--- config.mk ---
export PLATFORM = sky130hd
export DESIGN_NAME = fpga_version_regs
export DESIGN_NICKNAME = d
export VERILOG_FILES = /design/src/rtl/fpga_version_regs.sv
export SDC_FILE = /design/constraint.sdc
export NUM_CORES = 1
export LEC_CHECK = 0
export CAP_MARGIN = 10
export CORE_UTILIZATION = 58
export CTS_CLUSTER_DIAMETER = 120
export DETAILED_ROUTE_END_ITERATION = 10
export PLACE_DENSITY = 0.81
export SLEW_MARGIN = 20
export SYNTH_ARGS = -nofsm -noshare
export SYNTH_HDL_FRONTEND = slang
export SYNTH_SLANG_ARGS = --single-unit
--- constraint.sdc ---
create_clock -name SysClk_ClkIn -period 13.8 [get_ports SysClk_ClkIn]
set_input_delay 2.76 -clock SysClk_ClkIn [delete_from_list [all_inputs] [get_ports SysClk_ClkIn]]
set_output_delay 2.76 -clock SysClk_ClkIn [all_outputs]
set_load 0.01 [all_outputs]
--- src/rtl/fpga_version_regs.sv ---
// fpga_version_regs: AXI4-Lite slave reporting the running image version
// (regular or golden), a synchronised image status bit, a byte-strobed
// scratch register, build-ID words and a seconds uptime counter with
// software clear. Decode uses address bits [7:2]; the map aliases every
// 256 bytes.
//
// Ports:
//   SysClk_ClkIn / SysRst_RstIn    clock, async active-high reset
//   GoldenImageN_EnaIn             low = golden image running (async)
//   AxiWriteAddr*/AxiWriteData*    AW and W channels (prot ignored)
//   AxiWriteResp*                  B channel
//   AxiReadAddr*                   AR channel (prot ignored)
//   AxiReadData*                   R channel
module fpga_version_regs #(
    parameter logic [15:0]  VersionNumber_Gen        = 16'h0000,
    parameter logic [15:0]  VersionNumber_Golden_Gen = 16'h0000,
    parameter int unsigned  NumIdWords_Gen           = 4,
    parameter logic [255:0] IdWords_Gen              = 256'h0,
    parameter int unsigned  ClkFreqHz_Gen            = 50000000
) (
    input  logic        SysClk_ClkIn,
    input  logic        SysRst_RstIn,
    input  logic        GoldenImageN_EnaIn,
    input  logic        AxiWriteAddrValid_ValIn,
    output logic        AxiWriteAddrReady_RdyOut,
    input  logic [15:0] AxiWriteAddrAddress_AdrIn,
    input  logic [2:0]  AxiWriteAddrProt_DatIn,
    input  logic        AxiWriteDataValid_ValIn,
    output logic        AxiWriteDataReady_RdyOut,
    input  logic [31:0] AxiWriteDataData_DatIn,
    input  logic [3:0]  AxiWriteDataStrobe_DatIn,
    output logic        AxiWriteRespValid_ValOut,
    input  logic        AxiWriteRespReady_RdyIn,
    output logic [1:0]  AxiWriteRespResponse_DatOut,
    input  logic        AxiReadAddrValid_ValIn,
    output logic        AxiReadAddrReady_RdyOut,
    input  logic [15:0] AxiReadAddrAddress_AdrIn,
    input  logic [2:0]  AxiReadAddrProt_DatIn,
    output logic        AxiReadDataValid_ValOut,
    input  logic        AxiReadDataReady_RdyIn,
    output logic [1:0]  AxiReadDataResponse_DatOut,
    output logic [31:0] AxiReadDataData_DatOut
);
    localparam int unsigned PreW = (ClkFreqHz_Gen > 1) ? $clog2(ClkFreqHz_Gen) : 1;
    localparam logic [PreW-1:0] PreTerm = PreW'(ClkFreqHz_Gen - 1);
    localparam logic [1:0] RespOkay   = 2'b00;
    localparam logic [1:0] RespSlvErr = 2'b10;
    localparam logic [5:0] AdrVersion = 6'h00;
    localparam logic [5:0] AdrStatus  = 6'h01;
    localparam logic [5:0] AdrScratch = 6'h02;
    localparam logic [5:0] AdrIdCount = 6'h03;
    localparam logic [5:0] AdrUptime  = 6'h04;
    localparam logic [5:0] AdrControl = 6'h05;

    typedef enum logic {W_IDLE, W_RESP} wr_state_t;
    typedef enum logic {R_IDLE, R_DATA} rd_state_t;

    // ID slot i lives at word address 8+i and exists only below the count
    function automatic logic id_slot_ok(input logic [5:0] adr);
        return (adr[5:3] == 3'b001) && (32'(adr[2:0]) < NumIdWords_Gen);
    endfunction

    function automatic logic wr_map_ok(input logic [5:0] adr);
        return (adr <= AdrControl) || id_slot_ok(adr);
    endfunction

    // Address bits outside [7:2] and the prot fields carry no meaning here
    logic w_unused;
    assign w_unused = ^{AxiWriteAddrProt_DatIn, AxiReadAddrProt_DatIn,
                        AxiWriteAddrAddress_AdrIn[15:8], AxiWriteAddrAddress_AdrIn[1:0],
                        AxiReadAddrAddress_AdrIn[15:8], AxiReadAddrAddress_AdrIn[1:0]};

    // Golden-image select synchroniser; idles at "regular image"
    logic r_golden_meta, r_golden_sync;
    always_ff @(posedge SysClk_ClkIn or posedge SysRst_RstIn) begin
        if (SysRst_RstIn) begin
            r_golden_meta <= 1'b1;
            r_golden_sync <= 1'b1;
        end else begin
            r_golden_meta <= GoldenImageN_EnaIn;
            r_golden_sync <= r_golden_meta;
        end
    end

    // ---------------- write channel FSM ----------------
    wr_state_t   r_wstate, w_wstate_nxt;
    logic        r_aw_got, w_aw_got_nxt, r_w_got, w_w_got_nxt;
    logic [5:0]  r_awadr, w_awadr_nxt;
    logic [31:0] r_wdata, w_wdata_nxt;
    logic [3:0]  r_wstrb, w_wstrb_nxt;
    logic        r_awready, w_awready_nxt, r_wready, w_wready_nxt;
    logic        r_bvalid, w_bvalid_nxt;
    logic [1:0]  r_bresp, w_bresp_nxt;
    logic        w_wr_en, w_aw_hs, w_w_hs;

    assign w_aw_hs = AxiWriteAddrValid_ValIn & r_awready;
    assign w_w_hs  = AxiWriteDataValid_ValIn & r_wready;

    always_ff @(posedge SysClk_ClkIn or posedge SysRst_RstIn) begin
        if (SysRst_RstIn) begin
            r_wstate  <= W_IDLE;
            r_aw_got  <= 1'b0;
            r_w_got   <= 1'b0;
            r_awadr   <= '0;
            r_wdata   <= '0;
            r_wstrb   <= '0;
            r_awready <= 1'b0;
            r_wready  <= 1'b0;
            r_bvalid  <= 1'b0;
            r_bresp   <= RespOkay;
        end else begin
            r_wstate  <= w_wstate_nxt;
            r_aw_got  <= w_aw_got_nxt;
            r_w_got   <= w_w_got_nxt;
            r_awadr   <= w_awadr_nxt;
            r_wdata   <= w_wdata_nxt;
            r_wstrb   <= w_wstrb_nxt;
            r_awready <= w_awready_nxt;
            r_wready  <= w_wready_nxt;
            r_bvalid  <= w_bvalid_nxt;
            r_bresp   <= w_bresp_nxt;
        end
    end

    // AW and W latch independently; the register update fires on the edge
    // where the second of the two is accepted.
    always_comb begin
        w_wstate_nxt  = r_wstate;
        w_aw_got_nxt  = r_aw_got;
        w_w_got_nxt   = r_w_got;
        w_awadr_nxt   = r_awadr;
        w_wdata_nxt   = r_wdata;
        w_wstrb_nxt   = r_wstrb;
        w_awready_nxt = 1'b0;
        w_wready_nxt  = 1'b0;
        w_bvalid_nxt  = r_bvalid;
        w_bresp_nxt   = r_bresp;
        w_wr_en       = 1'b0;
        case (r_wstate)
            W_IDLE: begin
                if (w_aw_hs) begin
                    w_aw_got_nxt = 1'b1;
                    w_awadr_nxt  = AxiWriteAddrAddress_AdrIn[7:2];
                end
                if (w_w_hs) begin
                    w_w_got_nxt = 1'b1;
                    w_wdata_nxt = AxiWriteDataData_DatIn;
                    w_wstrb_nxt = AxiWriteDataStrobe_DatIn;
                end
                if (w_aw_got_nxt && w_w_got_nxt) begin
                    w_wr_en      = 1'b1;
                    w_wstate_nxt = W_RESP;
                    w_bvalid_nxt = 1'b1;
                    w_bresp_nxt  = wr_map_ok(w_awadr_nxt) ? RespOkay : RespSlvErr;
                    w_aw_got_nxt = 1'b0;
                    w_w_got_nxt  = 1'b0;
                end else begin
                    w_awready_nxt = ~w_aw_got_nxt;
                    w_wready_nxt  = ~w_w_got_nxt;
                end
            end
            W_RESP: begin
                if (AxiWriteRespReady_RdyIn) begin
                    w_wstate_nxt = W_IDLE;
                    w_bvalid_nxt = 1'b0;
                    w_bresp_nxt  = RespOkay;
                end
            end
            default: w_wstate_nxt = W_IDLE;
        endcase
    end

    // ---------------- register file ----------------
    logic [31:0]     r_scratch, r_uptime;
    logic [PreW-1:0] r_presc;
    logic            w_clear, w_tick;

    always_ff @(posedge SysClk_ClkIn or posedge SysRst_RstIn) begin
        if (SysRst_RstIn) begin
            r_scratch <= '0;
        end else if (w_wr_en && (w_awadr_nxt == AdrScratch)) begin
            for (int b = 0; b < 4; b++) begin
                if (w_wstrb_nxt[b]) r_scratch[8*b +: 8] <= w_wdata_nxt[8*b +: 8];
            end
        end
    end

    // Seconds counter; a software clear overrides a coincident tick
    assign w_clear = w_wr_en && (w_awadr_nxt == AdrControl) && w_wdata_nxt[0];
    assign w_tick  = (r_presc == PreTerm);

    always_ff @(posedge SysClk_ClkIn or posedge SysRst_RstIn) begin
        if (SysRst_RstIn) begin
            r_presc  <= '0;
            r_uptime <= '0;
        end else if (w_clear) begin
            r_presc  <= '0;
            r_uptime <= '0;
        end else if (w_tick) begin
            r_presc  <= '0;
            r_uptime <= r_uptime + 32'd1;
        end else begin
            r_presc  <= r_presc + PreW'(1);
        end
    end

    // ---------------- read channel FSM ----------------
    rd_state_t   r_rstate, w_rstate_nxt;
    logic        r_arready, w_arready_nxt, r_rvalid, w_rvalid_nxt;
    logic [31:0] r_rdata, w_rdata_nxt, w_rd_data;
    logic [1:0]  r_rresp, w_rresp_nxt, w_rd_resp;
    logic [5:0]  w_ar_adr;
    logic        w_ar_hs;

    assign w_ar_adr = AxiReadAddrAddress_AdrIn[7:2];
    assign w_ar_hs  = AxiReadAddrValid_ValIn & r_arready;

    // Read mux
    always_comb begin
        w_rd_data = '0;
        w_rd_resp = RespOkay;
        case (w_ar_adr)
            AdrVersion: w_rd_data = r_golden_sync ? {VersionNumber_Gen, 16'h0000}
                                                  : {16'h0000, VersionNumber_Golden_Gen};
            AdrStatus:  w_rd_data = {31'h0, ~r_golden_sync};
            AdrScratch: w_rd_data = r_scratch;
            AdrIdCount: w_rd_data = 32'(NumIdWords_Gen);
            AdrUptime:  w_rd_data = r_uptime;
            AdrControl: w_rd_data = '0;
            default: begin
                if (id_slot_ok(w_ar_adr)) w_rd_data = IdWords_Gen[{w_ar_adr[2:0], 5'b00000} +: 32];
                else                      w_rd_resp = RespSlvErr;
            end
        endcase
    end

    always_ff @(posedge SysClk_ClkIn or posedge SysRst_RstIn) begin
        if (SysRst_RstIn) begin
            r_rstate  <= R_IDLE;
            r_arready <= 1'b0;
            r_rvalid  <= 1'b0;
            r_rdata   <= '0;
            r_rresp   <= RespOkay;
        end else begin
            r_rstate  <= w_rstate_nxt;
            r_arready <= w_arready_nxt;
            r_rvalid  <= w_rvalid_nxt;
            r_rdata   <= w_rdata_nxt;
            r_rresp   <= w_rresp_nxt;
        end
    end

    always_comb begin
        w_rstate_nxt  = r_rstate;
        w_arready_nxt = 1'b0;
        w_rvalid_nxt  = r_rvalid;
        w_rdata_nxt   = r_rdata;
        w_rresp_nxt   = r_rresp;
        case (r_rstate)
            R_IDLE: begin
                if (w_ar_hs) begin
                    w_rstate_nxt = R_DATA;
                    w_rvalid_nxt = 1'b1;
                    w_rdata_nxt  = w_rd_data;
                    w_rresp_nxt  = w_rd_resp;
                end else begin
                    w_arready_nxt = 1'b1;
                end
            end
            R_DATA: begin
                if (AxiReadDataReady_RdyIn) begin
                    w_rstate_nxt  = R_IDLE;
                    w_rvalid_nxt  = 1'b0;
                    w_arready_nxt = 1'b1;
                end
            end
            default: w_rstate_nxt = R_IDLE;
        endcase
    end

    assign AxiWriteAddrReady_RdyOut    = r_awready;
    assign AxiWriteDataReady_RdyOut    = r_wready;
    assign AxiWriteRespValid_ValOut    = r_bvalid;
    assign AxiWriteRespResponse_DatOut = r_bresp;
    assign AxiReadAddrReady_RdyOut     = r_arready;
    assign AxiReadDataValid_ValOut     = r_rvalid;
    assign AxiReadDataResponse_DatOut  = r_rresp;
    assign AxiReadDataData_DatOut      = r_rdata;

endmodule

# --- After elaboration in Yosys (flattened, before gate mapping) ---
# Cells that the tools add are included.
classes:
  shift: 1
  n_reduce_logical: 18
  bitwise_logic: 8
  n_addsub: 2
  eq_ne: 14
  n_mux: 45
  magnitude_cmp: 3
op_table:
  columns: ["cell", "n"]
  rows:
  - ["$shiftx 256x9->32 const A", 1]
  - ["$mux 32", 5]
  - ["$pmux 32 s5", 1]
  - ["$mux 26", 2]
  - ["$add 32x1->32 const B", 1]
  - ["$add 26x1->26 const B", 1]
  - ["$eq 26x26->1 const B", 1]
  - ["$mux 1", 21]
  - ["$eq 6x2->1 const B", 3]
  - ["$eq 6x3->1 const B", 3]
  - ["$mux 6", 3]
  - ["$reduce_and 2->1", 7]
  - ["$mux 2", 5]
  - ["$pmux 1 s2", 5]
  - ["$mux 4", 2]
  - ["$ne 2x2->1 const B", 4]
  - ["$eq 3x1->1 const B", 2]
  - ["$eq 6x1->1 const B", 1]
  - ["$le 6x3->1 const B", 1]
  - ["$logic_and 1x1->1", 6]
  - ["$logic_not 6->1", 1]
  - ["$lt 3x3->1 const B", 2]
  - ["$reduce_or 6->1", 1]
  - ["$not 1->1", 5]
  - ["other kinds (5)", 7]
totals:
  input_bits: 82
  ff_bits: 179

# --- Logic depth before layout (Yosys ltp) ---
# Gate-level depths: netlist (run 1).
logic_depth:
  depth_word: 9
  mapped_depth: 8
  ltp_nobuf: 6

# --- Worst setup path after synthesis (run 1) ---
# Ideal clock, no wire load.
synth_path:
  kind: "input -> register"
  startpoint: "in AxiWriteAddrValid_ValIn"
  endpoint: "reg r_scratch[0]"
  slack_ns: 9.399
  setup_ns: 0.125
  arrival_ns: 4.277
  path_stages: 7
  path_buffers: 2
  cell_sequence: "nand3b_1 buf_2 nor3_1 o221ai_1 or3b_2 buf_2 mux2_2"
synth_via:
  elab_chain_cells: 8
  elab_cells_between_ends: 12
  classes_between: "eq/ne: 1; mux: 7; bitwise: 1; reduce/logical: 3"
synth_rtl:
  columns: ["item", "line_no", "text"]
  rows:
  - ["start: declaration", "24", "input logic AxiWriteAddrValid_ValIn,"]
  - ["$and 1x1->1 *", "96", "assign w_aw_hs = AxiWriteAddrValid_ValIn & r_awready;"]
  - ["branches (longest 5 deep; another with $mux 6)", null, null]
  - ["$logic_and 1x1->1 *", "181", "end else if (w_wr_en && (w_awadr_nxt == AdrScratch)) begin"]
  - ["$reduce_and 2->1 (no line) *", null, null]
  - ["end signal: indexed assignment", "183", "if (w_wstrb_nxt[b]) r_scratch[8*b +: 8] <= w_wdata_nxt[8*b +: 8];"]
  - ["end: declaration", "174", "logic [31:0] r_scratch, r_uptime;"]
# Every way passes the cells marked *. The select of a mux whose other input is x is not followed.
# A chain may end at the register's enable or synchronous reset.

# --- Worst setup path after layout (run 1) ---
layout_path:
  startpoint: "in AxiWriteAddrValid_ValIn"
  endpoint: "reg r_presc[25]"
layout_via:
  elab_chain_cells: 9
  elab_cells_between_ends: 13
  classes_between: "eq/ne: 1; mux: 8; bitwise: 1; reduce/logical: 3"
layout_rtl:
  columns: ["item", "line_no", "text"]
  rows:
  - ["$and 1x1->1 *", "96", null]
  - ["branches (longest 5 deep; another with $mux 6)", null, null]
  - ["$logic_and 1x1->1 * (2 in series)", "189", "assign w_clear = w_wr_en && (w_awadr_nxt == AdrControl) && w_wdata_nxt[0];"]
  - ["$mux 26 *", "196", "end else if (w_clear) begin"]
  - ["end signal: assignment", "203", "r_presc <= r_presc + PreW'(1);"]
  - ["end: declaration", "175", "logic [PreW-1:0] r_presc;"]
# Marked as above.

==> reports/metrics.json, run 1 <==
{
  "grt": {
    "first_global_vias": 6154,
    "global_route.overflow_total": 0,
    "antenna_found_initial": 0,
    "grt_first_pass_wirelength_um": 29400,
    "grt.total_usage_pct": 26.6,
    "grt_start_max_net_pins": 92
  },
  "synth": {
    "post_synth_adder_cell_area_pct": 0.318,
    "synthCells": 713,
    "asyncSetResetFlopFracSynth_pct": 100,
    "synth-edff-count": 0,
    "synth_largest_area_cell": "sky130_fd_sc_hd__dfrtp_1",
    "synth_area_leaders": "sky130_fd_sc_hd__dfrtp_1 (56%), sky130_fd_sc_hd__mux2_2 (10%), sky130_fd_sc_hd__o21ai_0 (3.4%), sky130_fd_sc_hd__nand2_1 (3.1%), sky130_fd_sc_hd__a22oi_1 (3.0%)",
    "combinational_family_with_the_most_area_after_synthesis": "simple AND/OR/NAND/NOR gates",
    "ys.flop_type": "sky130_fd_sc_hd__dfrtp_1",
    "yosys.area_share.xor_xnor_pct": 3.23,
    "sequential_share_of_the_synthesized_area_pct": 56.4,
    "synth_cell_types": 48,
    "yosys_warnings": 0,
    "synth_area_per_cell_um2": 11.0,
    "synth_compound_gate_area_share_pct": 10.3,
    "synth_top_area_share_pct": 55.7,
    "synthSimpleGateAreaFrac_pct": 16.0,
    "synthMuxAreaShare_pct": 10.7,
    "ys_seq_elements": 177,
    "mappedNetlistArea_um2": 7860
  },
  "detailed_routing": {
    "vias_per_instance": 6.04,
    "drt_iter0_markers": 427,
    "detail_route.wirelength_um": 17400,
    "final_antenna_net_count": 0,
    "vias": 5924,
    "drt_drc_violations_left": 0,
    "routedWlPerCell_um": 17.7,
    "drt-pass1-iter-count": 5
  },
  "timing": {
    "worst_slew_margin_rel_pct": 32.7,
    "fin_setup_tns_ns": 0,
    "timing.final.max_slew_violations": 0,
    "fin_crit_sh_pct": 36.7,
    "setup_violations": 0,
    "clock_tree_skew_after_final_layout_ns": 0.00676,
    "finalWorstSetupSlack_ns": 8.73,
    "endpoints_failing_hold": 0,
    "grt_setup_unrepaired": "no",
    "max_slew.worst_pin.slew_ns": 1.01,
    "min_period_ns": 5.07,
    "maximum_operating_frequency_ghz": 0.197
  },
  "setup_path": {
    "path_cells": "clkdlybuf4s50_1, nand3b_1, nor3_1, o221ai_1, o41ai_4, nor2_1",
    "critical_path_buf_inv_count": 1,
    "reg2reg_to": "r_uptime[30]",
    "rrSetupSlack_ns": 10.83,
    "timing.reg2reg.worst_path_depth": 6,
    "path_delay_family": "compound AO/OA/AOI/OAI gates",
    "crit_path_max_fanout": 16,
    "end_kind": "flop",
    "worstPathArrival_ns": 5.34,
    "crit_path_launch_type": "input pin",
    "cp_data_required_time_ns": 14.07,
    "critical_path.slowest_cell": "sky130_fd_sc_hd__o41ai_4",
    "worst_path_largest_cell_delay_ns": 0.92,
    "timing.setup.critical_path_class": "in2reg",
    "r2r_start": "r_presc[0]"
  },
  "cts": {
    "cts.root.buffer_cell": "sky130_fd_sc_hd__clkbuf_16",
    "cts_tree": "done",
    "htree_num_levels": 4,
    "path_clk_slew_ns": 0.06,
    "numCtsBuffers": 17,
    "post-cts-setup-buffer-count": 0,
    "clock_latency_ns": 0.43,
    "cts-hold-fix-buffers": 0,
    "tritoncts_num_sinks": 177,
    "cts.repair.resized": 0,
    "clockBufferDepth": 2
  },
  "power_and_ir_drop": {
    "p_leak_uw": 0.00405,
    "power_density_nw_per_um2": 203,
    "power.ir.vdd_worst_mv": 0.134
  },
  "final_layout": {
    "final_nets": 876,
    "post-route-util_pct": 72.2,
    "layout_common_cells": "sky130_fd_sc_hd__dfrtp_1 (175), sky130_fd_sc_hd__clkdlybuf4s50_1 (94), sky130_fd_sc_hd__mux2_2 (70)",
    "syn_to_final_growth_pct": 21.6,
    "layout.filler_cells": 890,
    "final_layout_size_suffix_gt1_share_pct": 15.7,
    "num_antenna_cells": 0,
    "commonest_non_fill_non_tap_cell_in_the_layout": "sky130_fd_sc_hd__dfrtp_1"
  },
  "floorplanning": {
    "die_area_um2": 14000,
    "rows": 42,
    "initial_utilization_pct": 59.4,
    "fp.coreArea_um2": 13200,
    "top_level_ports": 123,
    "die_h_um": 118,
    "die_x_um": 118
  },
  "placement": {
    "hpwlAfterDp_um": 11500,
    "preCtsSetupSlack_ns": 8.33,
    "io_buffer_count": 94,
    "place.gp.congestion": 0.894
  },
  "hold_path": {
    "min_path_type": "reg2reg",
    "holdCritStartpoint": "r_golden_meta",
    "holdPathEnd": "r_golden_sync",
    "holdPathStages": 0
  },
  "flow_run": {
    "max-cap-violations": 0
  },
  "status": {
    "run_status": "completed"
  }
}
how the worst max path moves through the flow:
stage | startpoint | to | slack, ns | cells past startpoint
floorplan | SysRst_RstIn | AxiReadAddrReady_RdyOut | 6.24 | 1
global placement | AxiWriteAddrValid_ValIn | r_scratch[29] | 8.42 | 6
detailed placement | AxiWriteAddrValid_ValIn | r_presc[13] | 8.33 | 6
CTS | AxiWriteAddrValid_ValIn | r_presc[25] | 8.77 | 6
global route | AxiWriteAddrValid_ValIn | r_presc[25] | 8.53 | 6
finish | AxiWriteAddrValid_ValIn | r_presc[25] | 8.73 | 6
flip-flops by register name, summed over array words and instances, names as in the netlist:
register                     flops
r_wdata                         32
AxiReadDataResponse_DatOut       1
r_uptime                        32
r_w_got                          1
r_presc                         26
r_wstate                         1
r_scratch                       32
AxiReadDataData_DatOut          32
AxiWriteDataReady_RdyOut         1
r_rstate                         1
r_golden_meta                    1
r_golden_sync                    1
AxiReadAddrReady_RdyOut          1
r_awadr                          6
AxiReadDataValid_ValOut          1
r_wstrb                          4
AxiWriteRespResponse_DatOut      1
AxiWriteRespValid_ValOut         1
AxiWriteAddrReady_RdyOut         1
r_aw_got                         1
Yosys cell counts (5+ instances only):
| master | count |
|---|---|
| sky130_fd_sc_hd__or3_1 | 19 |
| sky130_fd_sc_hd__a22oi_1 | 31 |
| sky130_fd_sc_hd__nor2_1 | 49 |
| sky130_fd_sc_hd__o21ai_0 | 54 |
| sky130_fd_sc_hd__clkbuf_1 | 23 |
| sky130_fd_sc_hd__nand4_1 | 17 |
| sky130_fd_sc_hd__dfrtp_1 | 175 |
| sky130_fd_sc_hd__nand3_1 | 26 |
| sky130_fd_sc_hd__xnor2_1 | 10 |
| sky130_fd_sc_hd__nor3_1 | 9 |
| sky130_fd_sc_hd__nand2_1 | 65 |
| sky130_fd_sc_hd__buf_2 | 10 |
| sky130_fd_sc_hd__mux2i_1 | 5 |
| sky130_fd_sc_hd__or4_1 | 13 |
| sky130_fd_sc_hd__inv_1 | 14 |
| sky130_fd_sc_hd__xor2_1 | 19 |
| sky130_fd_sc_hd__a21oi_1 | 32 |
| sky130_fd_sc_hd__and3_1 | 7 |
| sky130_fd_sc_hd__o31ai_1 | 11 |
| sky130_fd_sc_hd__mux2_2 | 70 |
through the flow:
| stage | total power, µW | instance area [µm²] | hold slack (ns) | instances |
|---|---|---|---|---|
| 3_5_place_dp | 1420 | 8920 | 0.350 | 949 |
| 2_1_floorplan | 1240 | 7870 | 0.345 | 714 |
| 3_3_place_gp | 1360 | 8920 | 0.346 | 949 |
| 5_1_grt | 2060 | 9560 | 0.362 | 981 |
| 4_1_cts | 1940 | 9550 | 0.359 | 981 |
| 6_report | 1940 | 9560 | 0.358 | 981 |
routing by layer:
layer	vias to the layer above	GRT usage (%)	part of all wire, %
li1	2711	-	-
met1	2995	32.9	42
met2	182	45.6	51
met3	36	4.68	4.4
met4	0	12.2	2.6
met5	-	0	0
power by group:
group	internal [µW]	leakage (µW)	switching, µW
registers	681	0.00214	135
clock network	312	0.000301	199
logic	256	0.00161	353
total	1250	0.00405	687
kinds of logic after synthesis:
| logic type | after synthesis |
|---|---|
| AO/OA/AOI/OAI | 135 |
| XOR/XNOR | 29 |
| adder cells (fa/ha/maj) | 2 |
| buffers and inverters | 55 |
| flip-flops | 177 |
| multiplexers | 75 |
| other | 1 |
| AND/OR/NAND/NOR | 239 |
area by class of cell:
| class | count | area [µm²] | area share [%] |
|---|---|---|---|
| clock inverters | 13 | 183 | 1.91 |
| inverters | 14 | 57.6 | 0.602 |
| repair buffers | 100 | 990 | 10.4 |
| clock buffers | 19 | 453 | 4.74 |
| well taps | 176 | 220 | 2.30 |
| flip-flops and latches | 177 | 4430 | 46.3 |
| multi-input cells | 482 | 3230 | 33.7 |
(Power assumes the default switching activity.)
==> run 2, diff against run 1 <==
--- a/config.mk
+++ b/config.mk
@@ -6,10 +6,10 @@
 export NUM_CORES = 1
 export LEC_CHECK = 0
 export CAP_MARGIN = 10
-export CORE_UTILIZATION = 58
+export CORE_UTILIZATION = 54
 export CTS_CLUSTER_DIAMETER = 120
 export DETAILED_ROUTE_END_ITERATION = 10
-export PLACE_DENSITY = 0.81
+export PLACE_DENSITY = 0.76
 export SLEW_MARGIN = 20
 export SYNTH_ARGS = -nofsm -noshare
 export SYNTH_HDL_FRONTEND = slang
==> constraint.sdc (replaced) <==
create_clock -name SysClk_ClkIn -period 4.9 [get_ports SysClk_ClkIn]
set_input_delay 0.98 -clock SysClk_ClkIn [delete_from_list [all_inputs] [get_ports SysClk_ClkIn]]
set_output_delay 0.98 -clock SysClk_ClkIn [all_outputs]
set_load 0.01 [all_outputs]
==> reports/metrics.json, run 2 (synthesized netlist as in run 1, its figures left out) <==
{
  "detailed_routing": {
    "detail_route.wirelength_um": 17300,
    "vias": 5846,
    "vias_per_instance": 5.92,
    "routedWlPerCell_um": 17.5,
    "route.met2.wl_um": 8800,
    "drt-pass1-iter-count": 7,
    "met3RoutedLength_um": 729,
    "drt-met1-wl_um": 7490,
    "drt_drc_violations_left": 0,
    "topRoutingLayerUsed": "met4",
    "final_antenna_net_count": 0,
    "drt_iter0_markers": 403
  },
  "timing": {
    "finalWorstSetupSlack_ns": 1.55,
    "maximum_operating_frequency_ghz": 0.298,
    "endpoints_failing_hold": 0,
    "fin_crit_sh_pct": 68.4,
    "min_period_ns": 3.35,
    "grt_setup_unrepaired": "no",
    "worst_slew_margin_rel_pct": 28.1,
    "max_slew.worst_pin.slew_ns": 1.08,
    "clock_tree_skew_after_final_layout_ns": 0.00805,
    "setup_violations": 0,
    "timing.final.max_slew_violations": 0,
    "fin_setup_tns_ns": 0
  },
  "cts": {
    "clockBufferDepth": 2,
    "post-cts-setup-buffer-count": 0,
    "path_clk_slew_ns": 0.07,
    "cts.repair.resized": 0,
    "cts_tree": "done",
    "htree_num_levels": 4,
    "numCtsBuffers": 17,
    "clock_latency_ns": 0.43,
    "cts-hold-fix-buffers": 0,
    "tritoncts_num_sinks": 177,
    "cts.root.buffer_cell": "sky130_fd_sc_hd__clkbuf_16"
  },
  "hold_path": {
    "min_path_type": "reg2reg",
    "holdCritStartpoint": "r_golden_meta"
  },
  "setup_path": {
    "end_kind": "flop",
    "crit_path_launch_type": "input pin",
    "cp_data_required_time_ns": 5.22,
    "worstPathArrival_ns": 3.67,
    "timing.setup.critical_path_class": "in2reg",
    "crit_path_max_fanout": 11,
    "r2r_start": "r_presc[0]",
    "critical_path.startpoint": "AxiWriteAddrValid_ValIn"
  },
  "placement": {
    "placed_cell_area_um2": 8960,
    "preCtsSetupSlack_ns": 1.16,
    "place.gp.congestion": 0.901,
    "placed_cells_incl_taps": 956,
    "io_buffer_count": 94,
    "hpwlAfterDp_um": 11400
  },
  "floorplanning": {
    "fp.coreArea_um2": 14000,
    "die_area_um2": 15000,
    "rows": 43,
    "die_h_um": 123,
    "initial_utilization_pct": 56.0,
    "top_level_ports": 123,
    "die_x_um": 123
  },
  "grt": {
    "antenna_found_initial": 0,
    "first_global_vias": 6008,
    "grt_first_pass_wirelength_um": 29200,
    "grt_start_max_net_pins": 73,
    "grt.total_usage_pct": 25.2,
    "global_route.overflow_total": 0
  },
  "power_and_ir_drop": {
    "p_leak_uw": 0.00402,
    "power.ir.vdd_worst_mv": 0.353,
    "power_density_nw_per_um2": 556
  },
  "final_layout": {
    "final_nets": 879,
    "layout_common_cells": "sky130_fd_sc_hd__dfrtp_1 (175), sky130_fd_sc_hd__clkdlybuf4s50_1 (94), sky130_fd_sc_hd__mux2_2 (70)",
    "layout.filler_cells": 1044,
    "final_layout_size_suffix_gt1_share_pct": 15.8,
    "commonest_non_fill_non_tap_cell_in_the_layout": "sky130_fd_sc_hd__dfrtp_1",
    "num_antenna_cells": 0,
    "syn_to_final_growth_pct": 21.1,
    "layoutNonFillerInstCount": 988,
    "fin_area_um2": 9520
  },
  "flow_run": {
    "max-cap-violations": 0
  },
  "status": {
    "run_status": "completed"
  }
}
run 2: metal layers:
| layer | vias up | track usage, % |
|---|---|---|
| met4 | 0 | 8.69 |
| li1 | 2713 | - |
| met2 | 172 | 42.0 |
| met1 | 2943 | 32.7 |
| met3 | 18 | 5.30 |
| met5 | - | 0 |
run 2: worst max-delay path, cell delays in order:
cell and delay [ns]:
sky130_fd_sc_hd__clkdlybuf4s50_1 0.52, sky130_fd_sc_hd__nand3b_1 0.40, sky130_fd_sc_hd__nor3_1 0.28, sky130_fd_sc_hd__o221ai_1 0.41, sky130_fd_sc_hd__or3b_2 0.74, sky130_fd_sc_hd__mux2_2 0.33
run 2: worst paths after layout:
check                      slack [ns]                          to  cells after the start
setup / recovery                 1.55               r_scratch[27]                      6
hold / removal                   0.36               r_golden_sync                      0
setup reg to reg                 1.93                r_uptime[28]                      6
hold reg to reg                  0.36               r_golden_sync                      0
max in group asynchronous        2.93  AxiReadDataData_DatOut[22]                      3
min in group asynchronous        1.10                  r_wdata[6]                      2
run 2: final cells by class:
cell class | instances | area, µm² | share of cell area [%]
inverter | 14 | 56.3 | 0.591
clock inverter | 13 | 114 | 1.20
clock buffer | 19 | 443 | 4.65
tap | 180 | 225 | 2.37
sequential | 177 | 4430 | 46.6
multi-input combinational | 482 | 3220 | 33.8
timing repair buffer | 103 | 1030 | 10.9
run 2: per-stage QoR:
stage	util, %	hold WS [ns]	total power [µW]
finish	67.8	0.358	5290
global route	67.8	0.363	5650
CTS	67.7	0.361	5290
detailed placement	63.8	0.351	4000
global placement	63.8	0.346	3850
floorplan	-	0.345	3490
run 2: power breakdown:
group          leakage, µW  total (µW)  internal [µW]  switching, µW
logic              0.00162        1710            725            982
registers          0.00214        2300           1920            387
clock network     0.000261        1280            711            572
==> run 3, diff against run 2 <==
==> constraint.sdc (replaced) <==
create_clock -name SysClk_ClkIn -period 3.5 [get_ports SysClk_ClkIn]
set_input_delay 0.7 -clock SysClk_ClkIn [delete_from_list [all_inputs] [get_ports SysClk_ClkIn]]
set_output_delay 0.7 -clock SysClk_ClkIn [all_outputs]
set_load 0.01 [all_outputs]
==> reports/metrics.json, run 3 (synthesized netlist as in run 1, its figures left out) <==
{
  "grt": {
    "grt_first_pass_wirelength_um": 29300,
    "global_route.overflow_total": 0,
    "grt_start_max_net_pins": 83,
    "first_global_vias": 6114,
    "antenna_found_initial": 0,
    "grt.total_usage_pct": 25.4
  },
  "detailed_routing": {
    "drt_drc_violations_left": 0,
    "vias_per_instance": 5.96,
    "vias": 5910,
    "final_antenna_net_count": 0,
    "detail_route.wirelength_um": 17500,
    "routedWlPerCell_um": 17.6,
    "drt-pass1-iter-count": 4,
    "drt_iter0_markers": 368
  },
  "power_and_ir_drop": {
    "power.ir.vdd_worst_mv": 0.424,
    "power_density_nw_per_um2": 790,
    "p_leak_uw": 0.00407
  },
  "timing": {
    "fin_crit_sh_pct": 84.6,
    "max_slew.worst_pin.slew_ns": 0.946,
    "min_period_ns": 2.96,
    "clock_tree_skew_after_final_layout_ns": 0.00720,
    "endpoints_failing_hold": 0,
    "worst_slew_margin_rel_pct": 36.4,
    "worst_hold_check_slack_ns": 0.364,
    "grt_setup_unrepaired": "no",
    "fin_setup_tns_ns": 0,
    "timing.final.max_slew_violations": 0,
    "setup_violations": 0,
    "maximum_operating_frequency_ghz": 0.338
  },
  "placement": {
    "place.gp.congestion": 0.832,
    "hpwlAfterDp_um": 11800,
    "io_buffer_count": 94
  },
  "final_layout": {
    "num_antenna_cells": 0,
    "layout_common_cells": "sky130_fd_sc_hd__dfrtp_1 (175), sky130_fd_sc_hd__clkdlybuf4s50_1 (94), sky130_fd_sc_hd__mux2_2 (70)",
    "layout.filler_cells": 1064,
    "final_layout_size_suffix_gt1_share_pct": 16.3,
    "post-route-util_pct": 68.3,
    "syn_to_final_growth_pct": 21.9,
    "final_nets": 883,
    "commonest_non_fill_non_tap_cell_in_the_layout": "sky130_fd_sc_hd__dfrtp_1",
    "final-seq-area_um2": 4430,
    "multiInputGateArea_um2": 3210
  },
  "hold_path": {
    "min_path_type": "reg2reg",
    "holdPathStages": 0,
    "holdPathEnd": "r_golden_sync",
    "holdCritStartpoint": "r_golden_meta"
  },
  "floorplanning": {
    "rows": 43,
    "initial_utilization_pct": 56.0,
    "die_x_um": 123,
    "die_area_um2": 15000,
    "fp.coreArea_um2": 14000,
    "die_h_um": 123,
    "top_level_ports": 123
  },
  "cts": {
    "path_clk_slew_ns": 0.07,
    "clockBufferDepth": 2,
    "tritoncts_num_sinks": 177,
    "cts.root.buffer_cell": "sky130_fd_sc_hd__clkbuf_16",
    "cts_tree": "done",
    "numCtsBuffers": 17,
    "cts.repair.resized": 0,
    "post-cts-setup-buffer-count": 0,
    "clock_latency_ns": 0.43,
    "cts-hold-fix-buffers": 0,
    "htree_num_levels": 4
  },
  "setup_path": {
    "cp_data_required_time_ns": 3.85,
    "rrSetupSlack_ns": 0.54,
    "timing.reg2reg.worst_path_depth": 6,
    "worstPathArrival_ns": 3.31,
    "timing.setup.critical_path_class": "reg2reg",
    "end_kind": "flop",
    "reg2reg_to": "r_uptime[18]",
    "crit_path_max_fanout": 27,
    "crit_path_launch_type": "flop",
    "r2r_start": "r_presc[0]"
  },
  "status": {
    "run_status": "completed"
  },
  "flow_run": {
    "max-cap-violations": 0
  }
}
## run 3: worst max-delay path by stage
stage                                    endpoint                    start  depth (start not counted)  slack, ns
after floorplan           AxiReadAddrReady_RdyOut             SysRst_RstIn                          1       0.54
after global placement              r_scratch[29]  AxiWriteAddrValid_ValIn                          6       0.43
after detailed placement            r_scratch[29]  AxiWriteAddrValid_ValIn                          6       0.31
after CTS                            r_uptime[18]               r_presc[0]                          6       0.57
after global routing                 r_uptime[24]               r_presc[0]                          6       0.39
final                                r_uptime[18]               r_presc[0]                          6       0.54
## run 3: layout make-up
class                      count  share of cell area [%]
multi-input combinational    482                    33.5
clock inverter                13                    1.66
inverter                      14                   0.587
tap                          180                    2.35
clock buffer                  19                    4.73
sequential                   177                    46.2
timing repair buffer         107                    11.0
## run 3: report_power, final
part / switching [µW] / internal [µW] / total (µW)
Combinational: 1380 / 1020 / 2400
Clock: 789 / 1160 / 1950
Sequential: 535 / 2680 / 3220
## run 3: layer usage
metal	routed length, µm	GRT usage (%)
met1	7380	31.7
met2	9130	43.2
met3	707	5.39
met4	257	9.38
met5	0	0
## run 3: worst max-delay path, stage by stage, from the launching register on
cell and delay [ns]:
sky130_fd_sc_hd__dfrtp_1 0.42, sky130_fd_sc_hd__ha_1 0.29, sky130_fd_sc_hd__and2_1 0.26, sky130_fd_sc_hd__nand4_4 0.14, sky130_fd_sc_hd__or4_1 0.96, sky130_fd_sc_hd__or4_1 0.64
sky130_fd_sc_hd__a21oi_1 0.16
## run 3: through the flow
step / total power (µW) / instance area, µm² / worst slack, ns / cells
after floorplan: 4880 / 7870 / 0.535 / 714
after global placement: 5410 / 8970 / 0.428 / 960
after detailed placement: 5620 / 8970 / 0.312 / 960
after CTS: 7590 / 9590 / 0.566 / 992
final: 7570 / 9590 / 0.540 / 992
after global routing: 8080 / 9590 / 0.387 / 992
